**config.mk**
```make
export PLATFORM = sky130hd
export DESIGN_NAME = mux_nto1_skid
export DESIGN_NICKNAME = d
export VERILOG_FILES = /design/src/rtl/pipe_pkg.sv /design/src/rtl/mux_nto1_comb.sv /design/src/rtl/mux_nto1_skid.sv
export SDC_FILE = /design/constraint.sdc
export NUM_CORES = 1
export LEC_CHECK = 0
export CELL_PAD_IN_SITES_DETAIL_PLACEMENT = 1
export CELL_PAD_IN_SITES_GLOBAL_PLACEMENT = 1
export CORE_MARGIN = 1
export CORE_UTILIZATION = 36
export CTS_CLUSTER_DIAMETER = 100
export CTS_CLUSTER_SIZE = 10
export DETAILED_ROUTE_END_ITERATION = 7
export GPL_ROUTABILITY_DRIVEN = 0
export PLACE_DENSITY_LB_ADDON = 0.1
export SLEW_MARGIN = 40
export SYNTH_ARGS = -nofsm -noshare
export SYNTH_HDL_FRONTEND = slang
export SYNTH_HIERARCHICAL = 1
export SYNTH_SLANG_ARGS = --single-unit
```
**constraint.sdc**
```tcl
create_clock -name clk -period 3.25 [get_ports clk]
set_input_delay 0.4875 -clock clk [delete_from_list [all_inputs] [get_ports clk]]
set_output_delay 0.4875 -clock clk [all_outputs]
set_load 0.02 [all_outputs]
```
**src/rtl/pipe_pkg.sv**
```systemverilog
// Shared definitions for the N:1 skid-buffered mux: FSM state encodings and
// a select-width helper that stays at least one bit wide.
package pipe_pkg;

    typedef enum logic [1:0] {
        ST_EMPTY = 2'd0,
        ST_ONE   = 2'd1,
        ST_FULL  = 2'd2
    } state_e;

    function automatic int sel_w(input int n);
        return (n <= 2) ? 1 : $clog2(n);
    endfunction

endpackage

```
**src/rtl/mux_nto1_comb.sv**
```systemverilog
// Purely combinational N:1 operand select; out-of-range selects yield DEFAULT
// and raise err so the consumer can tell a real operand from the filler value.
module mux_nto1_comb
    import pipe_pkg::*;
#(
    parameter int              WIDTH   = 32,
    parameter int              NUM_IN  = 4,
    parameter logic [WIDTH-1:0] DEFAULT = '0,
    localparam int             SEL_W   = sel_w(NUM_IN)
) (
    input  logic [NUM_IN*WIDTH-1:0] in_data,
    input  logic [SEL_W-1:0]        sel,
    output logic [WIDTH-1:0]        data,
    output logic                    err
);

    always_comb begin
        data = DEFAULT;
        err  = 1'b1;
        for (int i = 0; i < NUM_IN; i++) begin
            if (sel == SEL_W'(i)) begin
                data = in_data[i*WIDTH +: WIDTH];
                err  = 1'b0;
            end
        end
    end

endmodule

```
**src/rtl/mux_nto1_skid.sv**
```systemverilog
// N:1 operand mux feeding a 2-entry skid buffer (head + skid registers) with a
// valid/ready handshake on both sides and a synchronous flush.
module mux_nto1_skid
    import pipe_pkg::*;
#(
    parameter int              WIDTH   = 32,
    parameter int              NUM_IN  = 4,
    parameter logic [WIDTH-1:0] DEFAULT = '0,
    localparam int             SEL_W   = sel_w(NUM_IN)
) (
    input  logic                    clk,
    input  logic                    rst_n,
    input  logic                    flush,
    input  logic [NUM_IN*WIDTH-1:0] in_data,
    input  logic [SEL_W-1:0]        in_sel,
    input  logic                    in_valid,
    output logic                    in_ready,
    output logic [WIDTH-1:0]        out_data,
    output logic                    out_err,
    output logic                    out_valid,
    input  logic                    out_ready
);

    state_e           state_q;
    logic [WIDTH:0]   main_q;
    logic [WIDTH:0]   skid_q;
    logic             in_ready_q;
    logic             out_valid_q;

    logic [WIDTH-1:0] sel_data;
    logic             sel_err;
    logic [WIDTH:0]   entry;
    logic             accept;
    logic             pop;

    mux_nto1_comb #(
        .WIDTH  (WIDTH),
        .NUM_IN (NUM_IN),
        .DEFAULT(DEFAULT)
    ) u_sel (
        .in_data(in_data),
        .sel    (in_sel),
        .data   (sel_data),
        .err    (sel_err)
    );

    assign entry  = {sel_err, sel_data};
    assign accept = in_valid & in_ready_q;
    assign pop    = out_valid_q & out_ready;

    // Head register always holds the oldest entry; skid only fills when the
    // head is stalled, so in_ready can be a pure register (state != FULL).
    always_ff @(posedge clk or negedge rst_n) begin
        if (!rst_n) begin
            state_q     <= ST_EMPTY;
            in_ready_q  <= 1'b1;
            out_valid_q <= 1'b0;
            main_q      <= '0;
            skid_q      <= '0;
        end else if (flush) begin
            state_q     <= ST_EMPTY;
            in_ready_q  <= 1'b1;
            out_valid_q <= 1'b0;
        end else begin
            case (state_q)
                ST_EMPTY: begin
                    if (accept) begin
                        main_q      <= entry;
                        state_q     <= ST_ONE;
                        out_valid_q <= 1'b1;
                    end
                end
                ST_ONE: begin
                    if (accept && pop) begin
                        main_q <= entry;
                    end else if (accept) begin
                        skid_q     <= entry;
                        state_q    <= ST_FULL;
                        in_ready_q <= 1'b0;
                    end else if (pop) begin
                        state_q     <= ST_EMPTY;
                        out_valid_q <= 1'b0;
                    end
                end
                ST_FULL: begin
                    if (pop) begin
                        main_q     <= skid_q;
                        state_q    <= ST_ONE;
                        in_ready_q <= 1'b1;
                    end
                end
                default: begin
                    state_q     <= ST_EMPTY;
                    in_ready_q  <= 1'b1;
                    out_valid_q <= 1'b0;
                end
            endcase
        end
    end

    assign in_ready  = in_ready_q;
    assign out_valid = out_valid_q;
    assign out_data  = main_q[WIDTH-1:0];
    assign out_err   = main_q[WIDTH];

endmodule
```
==> metrics.md <==
| Metric | Value |
|---|---|
| Outcome | finished clean |
| Largest cells by area after synthesis | dfrtp_1 44%, mux4_2 17%, mux2_4 11%, mux2i_1 8.4%, a21oi_1 4.4% |
| Cells after synthesis | 283 |
| Max Fclk | 442 MHz |
| Clk Latency, worst-skew pair | 0.35 ns |
| Die area | 11,400 µm² |
| RSZ-0062 raised after global routing | no |
| Die width | 107 µm |
| Synthesized area per cell | 13.9 µm² |
| WL met2 | 5.21 mm |
| Crit path max-delay family | buffers and inverters |
| Final Util | 0.561 |
| Critical Path Start Type | primary input |
| Cell Chain, Critical Path | clkdlybuf4s50_1 -> nand4bb_1 -> a211o_2 -> buf_4 -> mux2_4 |
| Worst rel slew slack | 0.457 |
| IO Count | 170 |
| # Post-CTS Setup Buffers | 0 |
| Max clock buf depth | 2 |
| Critical path depth | 5 |
| Slew @ Worst Pin | 0.814 ns |
| Worst stage delay on the critical path | 0.58 ns |
| Nets | 580 |
| Ys flop type | dfrtp_1 |
| CP bufs+invs | 2 |
| Met3 wire length | 583 µm |
| YS warnings | 6 |
| Worst setup EP type | register |
| Post-route ant nets | 0 |
| Leakage | 2.35 nW |
| Core ar. | 10,500 µm² |
| Routed WL | 10.1 mm |
| Chip height | 107 µm |
| Hold crit path type | in2async |
| Max cap viols | 0 |
| Final Cycle Share | 0.697 |
| Setup TNS | 0 ns |
| H-tree depth | 3 |
| Synthesized net count | 418 |
| Post-cts gate resize count | 0 |
| EDFF count, synth | 0 |
| Post-synthesis sequential area ratio | 0.445 |
| Vias | 2,993 |
| Antenna fix cells | 0 |
| Vias per cell | 5.11 |
| Top cells by count, synth | 69 x dfrtp_1, 36 x nor2_1, 35 x a21oi_1, 33 x mux2i_1 |
| CTS tree | done |
| Clock transition at the registers of the reported paths | 0.07 ns |
| DRC violations left | 0 |
| Initial drt markers | 72 |
| Pins Over Slew Limit | 0 |
| Fin crit period | 2.26 ns |
| WL per Instance | 17.2 µm |
| R2r worst-path depth | 4 |
| CP required | 3.48 ns |
| Pin count of the biggest net entering global routing | 71 |
| Worst hold slack | 0.113 ns |
| PwrDens | 673 nW/µm² |
| Slowest stage cell, crit path | a211o_2 |
| Critical path arrival | 2.49 ns |
| Multi-input gate area | 2000 µm² |
| Port buffer count | 169 |
| Worst IR Drop VDD | 0.309 mV |
| Yosys cell types | 31 |
| Synthesized area | 3940 µm² |
| # clock sinks | 70 |
| Grt ovf | 0 |
| Total Routing Usage GR | 0.189 |
| CTS hold repair buffers | 0 |
| Most common cell in the netlist | dfrtp_1 |
| Dpl hpwl | 7.26 mm |
| Fraction of layout cells with a size suffix above 1 | 0.202 |
| Yosys top cell area share | 0.438 |
| CTS Root Cell | clkbuf_8 |
| Final Hold Fails | 0 |
| M1 WL | 4.04 mm |
| Initial antenna violation count | 0 |
| Setup Viol. Count Final | 0 |
| Number of global-route vias before repair | 3,338 |
| Sequential Area | 1750 µm² |
| Total CTS buffers | 9 |
| Asr flop ratio synth | 1.00 |
| Wire length of the first global-routing pass | 16.3 mm |
| Placement Rows | 37 |
| FF+latch count, synth | 70 |
| Clock skew | 0.00811 ns |
| Fill cells | 1,092 |
| Initial Util | 0.377 |
| Yosys top cell by area | dfrtp_1 |
| 1st-pass router iterations | 4 |
| Setup Crit Path Kind | in2reg |
| Highest metal used | met4 |
| P&R area growth vs syn | 49.0% |
| CP Max Fanout | 17 |
## report_power, final
group	internal (mW)	switching (mW)	total [mW]	leakage (nW)
registers	1.29	0.248	1.54	0.810
logic	0.994	0.732	1.73	1.45
clock network	0.339	0.344	0.684	0.0869
total	2.63	1.32	3.95	2.35
## flip-flops by register name, summed over array words and instances (netlist names)
name       flops
in_ready       1
state_q        2
skid_q        33
main_q        33
out_valid      1
## path summary, 6_finish.rpt
| check | end | from | slack, ns |
|---|---|---|---|
| min reg2reg | skid_q[20] | skid_q[20] | 0.51 |
| max reg2reg | skid_q[29] | in_ready | 1.22 |
| min in group clk | skid_q[20] | skid_q[20] | 0.51 |
| max | skid_q[29] | flush | 0.99 |
| min | state_q[1] | rst_n | 0.11 |
| max in group asynchronous | main_q[3] | rst_n | 2.64 |
## layout make-up
class                      count  area share
sequential                    70       0.299
multi-input combinational    187       0.340
inverter                       3     0.00192
clock inverter                 4     0.00511
timing repair buffer         174       0.297
clock buffer                  12      0.0281
tap                          136      0.0290
## cells by family (layout without fill, tap and decap cells)
group | after synthesis | after routing | share of synthesized area
mux | 98 | 98 | 0.392
flops | 70 | 70 | 0.445
compound gates | 44 | 44 | 0.0603
simple gates | 43 | 43 | 0.0480
buf+inv | 26 | 193 | 0.0521
other cells | 1 | 1 | 0.000952
xor+xnor | 1 | 1 | 0.00222
## placed cells by master, fill, tap and decap left out, types with 2 or more instances in the layout
master           count
clkdlybuf4s50_1    166
dfrtp_1             69
nor2_1              36
a21oi_1             35
mux2i_1             33
mux2_4              30
mux4_2              30
clkbuf_8            12
clkinvlp_4           4
inv_1                3
mux2_2               3
buf_4                3
nor2b_1              2
buf_2                2
buf_12               2
mux4_1               2
## worst register-to-register path, cell delays in order, from the launching register on
cell,delay (ns)
dfstp_2,0.58
nand4bb_1,0.18
a211o_2,0.58
buf_4,0.28
mux2_4,0.30
## routing by layer
metal,vias up,track usage
met2,101,0.336
met3,13,0.0365
li1,1373,-
met5,-,0
met4,0,0.0910
met1,1506,0.216
## through the flow
stage	cells	total power [mW]	setup slack, ns	cell area [µm²]
5_1_grt	586	4.20	0.902	5870
6_report	586	3.95	0.985	5870
3_5_place_dp	570	3.30	0.612	5680
4_1_cts	586	4.01	0.991	5870
3_3_place_gp	570	3.24	0.632	5670
2_1_floorplan	283	2.51	1.54	3940
Note: power is estimated with default switching activity, not from simulation.
